==> src/rtl/mips_pkg.sv <==
// Shared MIPS data-memory definitions: store size encodings, store_narrower states,
// lane count and the store alignment check.
package mips_pkg;

    localparam int LANES = 4;

    localparam logic [1:0] SIZE_BYTE = 2'b00;
    localparam logic [1:0] SIZE_HALF = 2'b01;
    localparam logic [1:0] SIZE_WORD = 2'b10;
    localparam logic [1:0] SIZE_RSVD = 2'b11;

    typedef enum logic [1:0] {
        StIdle  = 2'd0,
        StRead  = 2'd1,
        StMerge = 2'd2,
        StWrite = 2'd3
    } sn_state_e;

    // True when the request must be trapped rather than stored.
    function automatic logic is_misaligned(input logic [1:0] addr_lo, input logic [1:0] size);
        logic w_mis;
        case (size)
            SIZE_BYTE: w_mis = 1'b0;
            SIZE_HALF: w_mis = addr_lo[0];
            SIZE_WORD: w_mis = |addr_lo;
            default:   w_mis = 1'b1;
        endcase
        return w_mis;
    endfunction

endpackage

==> src/rtl/byte_merge.sv <==
// Combinational lane merge: replaces the byte/halfword lane(s) selected by address and size
// in an old memory word with the low bits of the new data; word size passes data through.
module byte_merge
    import mips_pkg::*;
(
    input  logic [LANES*8-1:0] i_old,
    input  logic [LANES*8-1:0] i_new,
    input  logic [1:0]         i_addr_lo,
    input  logic [1:0]         i_size,
    output logic [LANES*8-1:0] o_merged
);

    logic [LANES-1:0]   w_lane_en;
    logic [LANES*8-1:0] w_src;

    always_comb begin
        w_lane_en = {LANES{1'b1}};
        w_src     = i_new;
        case (i_size)
            SIZE_BYTE: begin
                w_lane_en = LANES'(1) << i_addr_lo;
                w_src     = {LANES{i_new[7:0]}};
            end
            SIZE_HALF: begin
                w_lane_en = i_addr_lo[1] ? 4'b1100 : 4'b0011;
                w_src     = {2{i_new[15:0]}};
            end
            default: begin
                w_lane_en = {LANES{1'b1}};
                w_src     = i_new;
            end
        endcase
    end

    always_comb begin
        o_merged = i_old;
        for (int k = 0; k < LANES; k++) begin
            if (w_lane_en[k]) begin
                o_merged[8*k +: 8] = w_src[8*k +: 8];
            end
        end
    end

endmodule

==> src/rtl/store_narrower.sv <==
// Narrows MEM-stage stores to byte/half/word using read-modify-write for sub-word sizes.
// Optional MISALIGN_TRAP_EN: misaligned or reserved-size requests finish with o_err, no access.
module store_narrower
    import mips_pkg::*;
#(
    parameter int ADDR_WIDTH = 32,
    parameter int DATA_WIDTH = 32
) (
    input  logic                  i_clk,
    input  logic                  i_rst,
    input  logic                  i_valid,
    output logic                  o_ready,
    input  logic [ADDR_WIDTH-1:0] i_addr,
    input  logic [1:0]            i_size,
    input  logic [DATA_WIDTH-1:0] i_data,
    output logic                  o_done,
    output logic                  o_err,
    output logic [ADDR_WIDTH-1:0] o_mem_addr,
    output logic                  o_mem_re,
    input  logic [DATA_WIDTH-1:0] i_mem_rdata,
    output logic                  o_mem_we,
    output logic [DATA_WIDTH-1:0] o_mem_wdata
);

    sn_state_e             r_state;
    sn_state_e             w_state_next;
    logic [ADDR_WIDTH-1:0] r_addr;
    logic [1:0]            r_size;
    logic [DATA_WIDTH-1:0] r_data;
    logic [DATA_WIDTH-1:0] r_wdata;
    logic                  r_err;

    logic                  w_accept;
    logic                  w_trap;
    logic                  w_rmw;
    logic                  w_in_merge;
    logic [DATA_WIDTH-1:0] w_old;
    logic [DATA_WIDTH-1:0] w_new;
    logic [1:0]            w_addr_lo;
    logic [1:0]            w_size;
    logic [DATA_WIDTH-1:0] w_merged;

    assign w_accept = i_valid && (r_state == StIdle);
    assign w_rmw    = (i_size == SIZE_BYTE) || (i_size == SIZE_HALF);

`ifdef MISALIGN_TRAP_EN
    assign w_trap = is_misaligned(i_addr[1:0], i_size);
`else
    assign w_trap = 1'b0;
`endif

    // One merge unit: fed from the request in IDLE (word path) and from registers in MERGE.
    assign w_in_merge = (r_state == StMerge);
    assign w_old      = w_in_merge ? i_mem_rdata : '0;
    assign w_new      = w_in_merge ? r_data : i_data;
    assign w_addr_lo  = w_in_merge ? r_addr[1:0] : i_addr[1:0];
    assign w_size     = w_in_merge ? r_size : i_size;

    byte_merge u_byte_merge (
        .i_old     (w_old),
        .i_new     (w_new),
        .i_addr_lo (w_addr_lo),
        .i_size    (w_size),
        .o_merged  (w_merged)
    );

    always_comb begin
        w_state_next = r_state;
        unique case (r_state)
            StIdle: begin
                if (w_accept) begin
                    if (w_trap || !w_rmw) begin
                        w_state_next = StWrite;
                    end else begin
                        w_state_next = StRead;
                    end
                end
            end
            StRead:  w_state_next = StMerge;
            StMerge: w_state_next = StWrite;
            StWrite: w_state_next = StIdle;
            default: w_state_next = StIdle;
        endcase
    end

    always_ff @(posedge i_clk or posedge i_rst) begin
        if (i_rst) begin
            r_state <= StIdle;
            r_addr  <= '0;
            r_size  <= '0;
            r_data  <= '0;
            r_wdata <= '0;
            r_err   <= 1'b0;
        end else begin
            r_state <= w_state_next;
            if (w_accept) begin
                r_addr  <= i_addr;
                r_size  <= i_size;
                r_data  <= i_data;
                r_err   <= w_trap;
                r_wdata <= w_merged;
            end else if (w_in_merge) begin
                r_wdata <= w_merged;
            end
        end
    end

    assign o_ready     = (r_state == StIdle);
    assign o_mem_re    = (r_state == StRead);
    assign o_mem_we    = (r_state == StWrite) && !r_err;
    assign o_done      = (r_state == StWrite);
    assign o_mem_addr  = {r_addr[ADDR_WIDTH-1:2], 2'b00};
    assign o_mem_wdata = o_mem_we ? r_wdata : '0;

`ifdef MISALIGN_TRAP_EN
    assign o_err = (r_state == StWrite) && r_err;
`else
    assign o_err = 1'b0;
`endif

endmodule

==> config.mk <==
export PLATFORM = sky130hd
export DESIGN_NAME = store_narrower
export DESIGN_NICKNAME = d
export VERILOG_FILES = /design/src/rtl/mips_pkg.sv /design/src/rtl/byte_merge.sv /design/src/rtl/store_narrower.sv
export SDC_FILE = /design/constraint.sdc
export NUM_CORES = 1
export LEC_CHECK = 0
export BUFFER_PORTS_ARGS = -buffer_cell sky130_fd_sc_hd__clkbuf_2
export CAP_MARGIN = 20
export CORE_AREA = 2 2 108 110
export CTS_BUF_LIST = sky130_fd_sc_hd__clkbuf_2
export CTS_CLUSTER_SIZE = 28
export DETAILED_ROUTE_END_ITERATION = 7
export DIE_AREA = 0 0 110 112
export GPL_ROUTABILITY_DRIVEN = 0
export PLACE_DENSITY = 0.81
export SYNTH_ARGS = -nofsm -noshare
export SYNTH_HDL_FRONTEND = slang
export SYNTH_HIERARCHICAL = 1
export SYNTH_SLANG_ARGS = --single-unit
==> constraint.sdc <==
create_clock -name i_clk -period 3.9 [get_ports i_clk]
set_input_delay 0.585 -clock i_clk [delete_from_list [all_inputs] [get_ports i_clk]]
set_output_delay 0.585 -clock i_clk [all_outputs]
set_load 0.01 [all_outputs]
* After elaboration in Yosys (flattened, before gate mapping)
Index checks and enable logic that the tools add are counted.
Operators by class: equality and inequality tests 6, shift operators 1, mux-type cells 17, reductions and logical operators 6
Operators with widths (count):
- $mux 32 | 5
- $pmux 32 s2 | 1
- $mux 8 | 4
- $mux 2 | 4
- $pmux 2 s4 | 1
- $pmux 4 s2 | 1
- $eq 2x1->1 const B | 3
- $logic_not 2->1 | 3
- $eq 2x2->1 const B | 2
- $mux 4 | 1
- $shl 1x2->4 const A | 1
- $ne 2x1->1 const B | 1
- $reduce_bool 2->1 | 1
- $logic_and 1x1->1 | 1
- $logic_or 1x1->1 | 1
Storage, ports and cells: register bits after elaboration 100, input port bits 101, output and inout port bits 69, logic and storage cells 35

* Logic depth before layout (Yosys ltp)
Gate-level depths: netlist of the first run.
word-level depth 7, gate-level depth with buffers 11, mapped depth without buffers 7

* Cells and area by module
Netlist of the first run, hierarchy kept.
Modules (own cells, without submodules):
- store_narrower | times used 1, cells each 369, area an instance 5098.6 µm², seq. area each 2502.4 µm²
- byte_merge | times used 1, cells each 97, area an instance 792.0 µm², seq. area each 0.0 µm²

* Worst setup path before layout of the first run
No wires, ideal clock.
kind register -> register, start point register r_state[0], end point register r_wdata[10], library setup time 0.125 ns, arrival 2.597 ns, required time 3.775 ns, path slack 1.178 ns, stages on the path, launching flop included 10, buffers on the path 2, period minus slack after synthesis 2.722 ns, cells stage by stage dfrtp_1 inv_1 ha_1 buf_2 buf_2 mux2_2 or2_1 a21oi_4 mux2_2 mux2_2
Between the ends: word-level cells in the longest chain between the ends 7, elaborated cells between the ends (all ways) 17, classes of those cells eq/ne (2); shift (1); mux (10); reduce/logical (4)
RTL lines:
- start, declared | RTL line store_narrower.sv:25 | sn_state_e r_state;
- start signal, assigned | RTL line store_narrower.sv:88 | r_state <= StIdle;
- start signal, assigned | RTL line store_narrower.sv:95 | r_state <= w_state_next;
- $eq 2x2->1 (*) | RTL line store_narrower.sv:53 | assign w_in_merge = (r_state == StMerge);
- $mux 2 (*) | RTL line store_narrower.sv:57 | assign w_size = w_in_merge ? r_size : i_size;
- named net w_size[0] | RTL line store_narrower.sv:40 | logic [1:0] w_size;
- $eq 2x1->1 or $logic_not 2->1 (tied branches) | RTL line byte_merge.sv:19 | case (i_size)
- $pmux 32 s2 or $pmux 4 s2 (tied branches) | RTL line byte_merge.sv:19
- $mux 8 (*) | RTL line byte_merge.sv:38 | if (w_lane_en[k]) begin
- named net w_merged[10] | RTL line store_narrower.sv:41 | logic [DATA_WIDTH-1:0] w_merged;
- $mux 32 | RTL line store_narrower.sv:102 | end else if (w_in_merge) begin
- $mux 32 (*) | RTL line store_narrower.sv:96 | if (w_accept) begin
- end signal, assigned | RTL line store_narrower.sv:101 | r_wdata <= w_merged;
- end signal, assigned | RTL line store_narrower.sv:103 | r_wdata <= w_merged;
- end, declared | RTL line store_narrower.sv:30 | logic [DATA_WIDTH-1:0] r_wdata;
The timed path passes the listed nets; every way through them passes the cells marked *. The select of a mux whose other input is x is not followed. A chain may end at the register's enable or synchronous reset.

* Final worst setup path of the first run
start point register r_state[0], end point register r_wdata[15]
Same word-level chain as after synthesis.

==> impl_metrics.json, run 1 <==
{
  "run_status": "finished clean",
  "final.period_utilization_pct": 79.7,
  "post_synth_and_or_nand_nor_area_fraction_pct": 8.98,
  "critPathLaunchType": "flip-flop",
  "worstPathCellList": "inv_1 > ha_1 > buf_4 > mux2_2 > nor2_2 > mux2_2 > mux2_2 > mux2_2",
  "grt_usage_pct": 21.8,
  "grt_antenna_before_repair": 0,
  "power_leakage_nw": 3.34,
  "max_slew_margin_pct": 27.7,
  "synth_top_cell_area_share_pct": 42.5,
  "cpMostUsedCell": "sky130_fd_sc_hd__mux2_2",
  "finalCriticalPeriod_ps": 3110,
  "critical_path_class": "flip-flop to flip-flop",
  "fmax_ghz": 0.322,
  "synth_largest_area_cell": "sky130_fd_sc_hd__dfrtp_1",
  "critical_path.slowest_cell": "sky130_fd_sc_hd__mux2_2",
  "cp.arrival_ps": 3590,
  "syn-instance-count": 466,
  "drt_iter0_drc": 192,
  "yosys.area_share.xor_xnor_pct": 0,
  "clkSlewWorstSetupHoldPaths_ps": 280,
  "ys_warn_count": 6,
  "overflow": 0,
  "final_cell_count_no_fill": 737,
  "syn2layout_area_growth_pct": 13.3,
  "report.power.total_mw": 5.40,
  "detail_route.first_pass.iterations": 4,
  "yosys.area_share.adder_pct": 1.27,
  "cts-root-buf": "sky130_fd_sc_hd__clkbuf_2",
  "cts_buffers": 9,
  "clk-insertion-delay-late_ps": 580,
  "cts_setup_buffers": 0,
  "timing.critical_path.slowest_cell_delay_ps": 610,
  "grt_pass1_vias": 4106,
  "core_region_area_sq_mm": 0.0112,
  "min_path_type": "primary input to asynchronous set/reset pin",
  "post_synth_mux_area_share_pct": 35.1,
  "postSynthRegisterBits": 100,
  "reg2reg_to": "r_wdata[15]$_DFFE_PP0P_",
  "compound_gate_fraction_of_synth_area_pct": 4.55,
  "io-pin-count": 170,
  "grt.met1_usage_pct": 28.7,
  "area_of_the_die_sq_mm": 0.0123,
  "grt_setup_unrepaired": "false",
  "final-max-slew-violation-count": 0,
  "first_pass_grt_wire_length_mm": 20.7,
  "postRouteAntennaNets": 0,
  "drc_errors": 0,
  "final_hold_viol_count": 0,
  "average_detailed_routed_wire_length_per_instance_microns": 18.0,
  "power_density_mw_per_mm2": 810,
  "r2r-start": "r_state[0]$_DFFE_PP0P_",
  "hpwlAfterDp_mm": 9.74,
  "crit_required_ps": 4380,
  "grt.met2_usage_pct": 36.2,
  "ys_types": 28,
  "postCtsResizedCells": 0,
  "horizontal_extent_of_the_die_microns": 110,
  "clkSinkCount": 100,
  "synth.area.top_cells": "sky130_fd_sc_hd__dfrtp_1 42%, sky130_fd_sc_hd__mux2_2 20%, sky130_fd_sc_hd__mux2_4 12%",
  "synthesis.area_per_instance_sq_um": 12.6,
  "vias_per_cell": 5.34,
  "ctsLongestPathBuffers": 2,
  "htree_num_levels": 3,
  "timing.reg2reg.worst_path_depth": 8,
  "final-setup-viol-count": 0,
  "die_y_microns": 112,
  "vdd.ir_drop.worst_uv": 374,
  "combinational_family_with_the_most_area_after_synthesis": "multiplexers",
  "combined_area_of_all_synthesized_cells_sq_mm": 0.00589,
  "n_antenna_cell": 0,
  "place.detailed.instances": 719,
  "worst-slew-pin-transition_ps": 1080,
  "port_buffers": 166,
  "grt_start_max_net_pins": 67,
  "share_of_layout_cells_above_drive_strength_1_pct": 58.6,
  "final_net_count": 696,
  "finalHoldWorstSlack_ps": 18.2,
  "global_route.usage.met3_pct": 3.57,
  "worst-path-max-fanout": 36,
  "maxCapViolations": 0,
  "timing.critical_path.to_type": "flip-flop",
  "cts_tree": "built",
  "num_rows": 39,
  "grt_busiest_layer": "met2",
  "hold_buffers": 0,
  "synth-seq-area-share_pct": 42.5,
  "setup_tns_ps": 0,
  "postRouteWirelength_mm": 13.3,
  "floorplan.initialDensity_pct": 52.7,
  "fin_worst_skew_ps": 39.8,
  "vias": 3935,
  "ff2ff_setup_slack_ps": 790
}
==> registers in the layout, summed over array words and instances (netlist names) <==
register and count:
r_size 2, r_wdata 32, r_addr 32, r_data 32
r_state 2
==> synthesized netlist by cell type (all sizes together) <==
library cell,count
a21o,1
a21oi,11
a221o,8
a31oi,8
and2,64
buf,52
clkbuf,10
conb,1
dfrtp,100
ha,6
inv,4
mux2,158
mux2i,11
nand2,1
nand2b,2
nor2,2
nor2b,9
nor3,8
o21ai,9
or2,1
==> kinds of logic after synthesis <==
| group | Yosys count |
|---|---|
| AOI/OAI and AO/OA | 37 |
| muxes | 169 |
| adders and majority gates | 6 |
| buffers and inverters | 66 |
| other | 1 |
| DFF | 100 |
| and+or+nand+nor | 87 |
==> power breakdown <==
| part | leakage (nW) | switching [mW] | internal [mW] |
|---|---|---|---|
| Clock | 0.0633 | 0.338 | 0.148 |
| Combinational | 2.08 | 1.40 | 1.69 |
| Sequential | 1.20 | 0.268 | 1.56 |
| Total | 3.34 | 2.00 | 3.40 |
==> routing by layer <==
layer,routed length [microns],vias to the layer above
li1,-,1829
met4,249,0
met3,873,19
met5,0,-
met2,6370,157
met1,5780,1930
==> critical path, delay by kind of cell (launching register included) <==
kind          cells  cell delay, ps
flops             1             470
fa+ha+maj         1             170
buf+inv           2             420
mux               4            1530
simple gates      1             430
==> how the worst max path moves through the flow <==
stage	start	endpoint	slack (ps)	cells after the start
floorplan	i_rst	r_addr[0]$_DFFE_PP0P_	700	1
detailed placement	r_state[0]$_DFFE_PP0P_	r_wdata[15]$_DFFE_PP0P_	830	8
global placement	r_state[0]$_DFFE_PP0P_	r_wdata[14]$_DFFE_PP0P_	940	8
finish	r_state[0]$_DFFE_PP0P_	r_wdata[15]$_DFFE_PP0P_	790	8
global route	r_state[0]$_DFFE_PP0P_	r_wdata[14]$_DFFE_PP0P_	580	8
CTS	r_state[0]$_DFFE_PP0P_	r_wdata[15]$_DFFE_PP0P_	800	8
==> layout by cell type (no fill, tap or decap), drive strengths merged <==
cell and n:
buf 6, bufinv 1, mux2i 11, nor2b 9, nor3 8, dfrtp 100, o21ai 9, conb 3
clkbuf 177, nand2b 2, clkinvlp 2, a21o 1, nand2 1, ha 6, inv 4, a31oi 8
nor2 2, and2 64, a21oi 11, clkinv 2, or2 1, a221o 8, mux2 158
==> through the flow <==
stage                     utilization [%]  worst slack (ps)  instance area (sq um)
after floorplan                         -               696                   5900
after global placement               58.4               942                   6520
after detailed placement             58.4               833                   6520
after CTS                            59.3               795                   6630
after global routing                 59.7               576                   6670
final                                59.7               793                   6670
==> layout make-up <==
| type | instances | area (sq um) |
|---|---|---|
| clock inverter | 5 | 52.6 |
| timing repair buffer | 172 | 903 |
| tap | 143 | 179 |
| inverter | 4 | 17.5 |
| multi-input combinational | 302 | 2960 |
| clock buffer | 11 | 55.1 |
| sequential | 100 | 2500 |
| fill | 938 | 4500 |
(Power assumes the default switching activity.)
==> inputs of run 2 (changes only) <==
==> constraint.sdc (replaced) <==
create_clock -name i_clk -period 3.2 [get_ports i_clk]
set_input_delay 0.48 -clock i_clk [delete_from_list [all_inputs] [get_ports i_clk]]
set_output_delay 0.48 -clock i_clk [all_outputs]
set_load 0.01 [all_outputs]
==> run 2 against run 1 <==
Effect of this change: sequential power rose by 22%; first-iteration DRC count rose by 17%; hold slack better by 99 ps; clock-buffer cell count down 2; non-clock buffer count rose by 4; clock skew fell by 8.1 ps; clock power up 25%; routed wire length grew 0.49%; worst setup slack worse by 470 ps; critical path type unchanged.
==> impl_metrics.json, run 2 (synthesized netlist as in run 1, its figures left out) <==
{
  "critical_path_class": "flip-flop to flip-flop",
  "finish.utilization_pct": 60.0,
  "share_of_layout_cells_above_drive_strength_1_pct": 58.7,
  "floorplan.initialDensity_pct": 52.7,
  "final_net_count": 700,
  "area_of_the_die_sq_mm": 0.0123,
  "layout_commonest_cell": "sky130_fd_sc_hd__clkbuf_2",
  "postRouteWirelength_mm": 13.3,
  "grt_usage_pct": 21.6,
  "max_slew_margin_pct": 50.4,
  "cp.arrival_ps": 3350,
  "timing.critical_path.slowest_cell_delay_ps": 490,
  "vias": 3966,
  "final_cell_count_no_fill": 741,
  "grt_setup_unrepaired": "false",
  "cts_buffers": 9,
  "postLayoutCellArea_sq_mm": 0.00671,
  "finalCriticalPeriod_ps": 2870,
  "timing.critical_path.to_type": "flip-flop",
  "postRouteAntennaNets": 0,
  "final-setup-viol-count": 0,
  "worstPathCellList": "inv_1 > ha_2 > mux2_2 > nand2b_1 > a21o_1 > mux2_4 > mux2_2",
  "io-pin-count": 170,
  "core_region_area_sq_mm": 0.0112,
  "grt.met2_usage_pct": 34.4,
  "setup_tns_ps": 0,
  "highest_count_cells_in_the_layout_ignoring_fill_and_taps": "175 x sky130_fd_sc_hd__clkbuf_2, 106 x sky130_fd_sc_hd__mux2_2, 100 x sky130_fd_sc_hd__dfrtp_1",
  "layout.filler_cells": 954,
  "worst-slew-pin-transition_ps": 744,
  "final-max-slew-violation-count": 0,
  "port_buffers": 166,
  "min_path_type": "primary input to flip-flop",
  "fin_worst_skew_ps": 31.7,
  "power_density_mw_per_mm2": 992,
  "run_status": "finished clean",
  "drc_errors": 0,
  "final.period_utilization_pct": 89.8,
  "num_rows": 39,
  "timing.reg2reg.worst_path_depth": 7,
  "holdPathStages": 2,
  "die_y_microns": 112,
  "postCtsResizedCells": 0,
  "report.power.total_mw": 6.65,
  "worst-path-max-fanout": 13,
  "n_antenna_cell": 0,
  "average_detailed_routed_wire_length_per_instance_microns": 18.0,
  "cts-root-buf": "sky130_fd_sc_hd__clkbuf_2",
  "grt.met1_usage_pct": 29.3,
  "hpwlAfterDp_mm": 9.86,
  "placement.setup.worst_slack_ps": 423,
  "clk-insertion-delay-late_ps": 580,
  "critPathLaunchType": "flip-flop",
  "largestRegisters": "r_addr x32, r_data x32, r_wdata x32",
  "maxCapViolations": 0,
  "ctsLongestPathBuffers": 2,
  "fmax_ghz": 0.348,
  "place.detailed.instances": 724,
  "finalHoldWorstSlack_ps": 117,
  "final.setup.worst_slack_ps": 327,
  "first_pass_grt_wire_length_mm": 20.5,
  "power_leakage_nw": 3.35,
  "vias_per_cell": 5.35,
  "drt_iter0_drc": 225,
  "htree_num_levels": 3,
  "vdd.ir_drop.worst_uv": 420,
  "grt_start_max_net_pins": 62,
  "global_route.usage.met3_pct": 4.33,
  "grt_busiest_layer": "met2",
  "final_hold_viol_count": 0,
  "detailed_place.area_sq_mm": 0.00659,
  "cts_tree": "built",
  "horizontal_extent_of_the_die_microns": 110,
  "crit_required_ps": 3680,
  "grt_pass1_vias": 3982,
  "detail_route.first_pass.iterations": 4,
  "clkSinkCount": 100,
  "syn2layout_area_growth_pct": 13.9,
  "cpMostUsedCell": "sky130_fd_sc_hd__mux2_2",
  "critical_path.slowest_cell": "sky130_fd_sc_hd__mux2_2",
  "clkSlewWorstSetupHoldPaths_ps": 270,
  "overflow": 0,
  "grt_antenna_before_repair": 0
}
==> run 2: cell count changes in the layout (fill, tap and decap cells not counted), sizes merged <==
cell	before	now
clkinvlp	2	4
dlygate4sd3	0	1
clkbuf	177	175
buf	6	9
==> run 2: final timing paths <==
check,startpoint,end,slack (ps)
max,r_state[0]$_DFFE_PP0P_,r_wdata[0]$_DFFE_PP0P_,330
min,i_addr[28],r_addr[28]$_DFFE_PP0P_,120
max reg2reg,r_state[0]$_DFFE_PP0P_,r_wdata[0]$_DFFE_PP0P_,330
min reg2reg,r_wdata[19]$_DFFE_PP0P_,r_wdata[19]$_DFFE_PP0P_,530
max in group asynchronous,i_rst,r_wdata[10]$_DFFE_PP0P_,1970
min in group asynchronous,i_rst,r_size[0]$_DFFE_PP0P_,530
==> run 2: final cells by class <==
type                            instances  area, sq um  area share [%]
Clock inverter                          7         67.6            1.01
Tap cell                              143          179            2.67
Multi-Input combinational cell        302         2960            44.2
Inverter                                4         17.5           0.261
Clock buffer                            9         45.0           0.672
Timing Repair Buffer                  176          933            13.9
Sequential cell                       100         2500            37.3
==> run 2: metal layers <==
metal  wire [microns]  part of all wire, %
met1             6000                   45
met2             6250                   47
met3              875                  6.6
met4              216                  1.6
met5                0                    0
==> run 2: where the power goes <==
| group | leakage (nW) | switching, mW | total [mW] | internal, mW |
|---|---|---|---|---|
| combinational | 2.10 | 1.74 | 3.82 | 2.07 |
| clock | 0.0552 | 0.435 | 0.608 | 0.173 |
| sequential | 1.20 | 0.325 | 2.23 | 1.91 |
==> run 2: what timing repair did <==
action | CTS | global route
hold buffers | 1 | 0
hold endpoints to repair | 40 | 0
buffers inserted | 0 | 0
==> run 2: critical path, delay by kind of cell (launching register included) <==
family	cells	cell delay, ps
adders and majority gates	1	250
DFF	1	470
and+or+nand+nor	1	330
AOI/OAI and AO/OA	1	410
buffers and inverters	1	170
muxes	3	1140
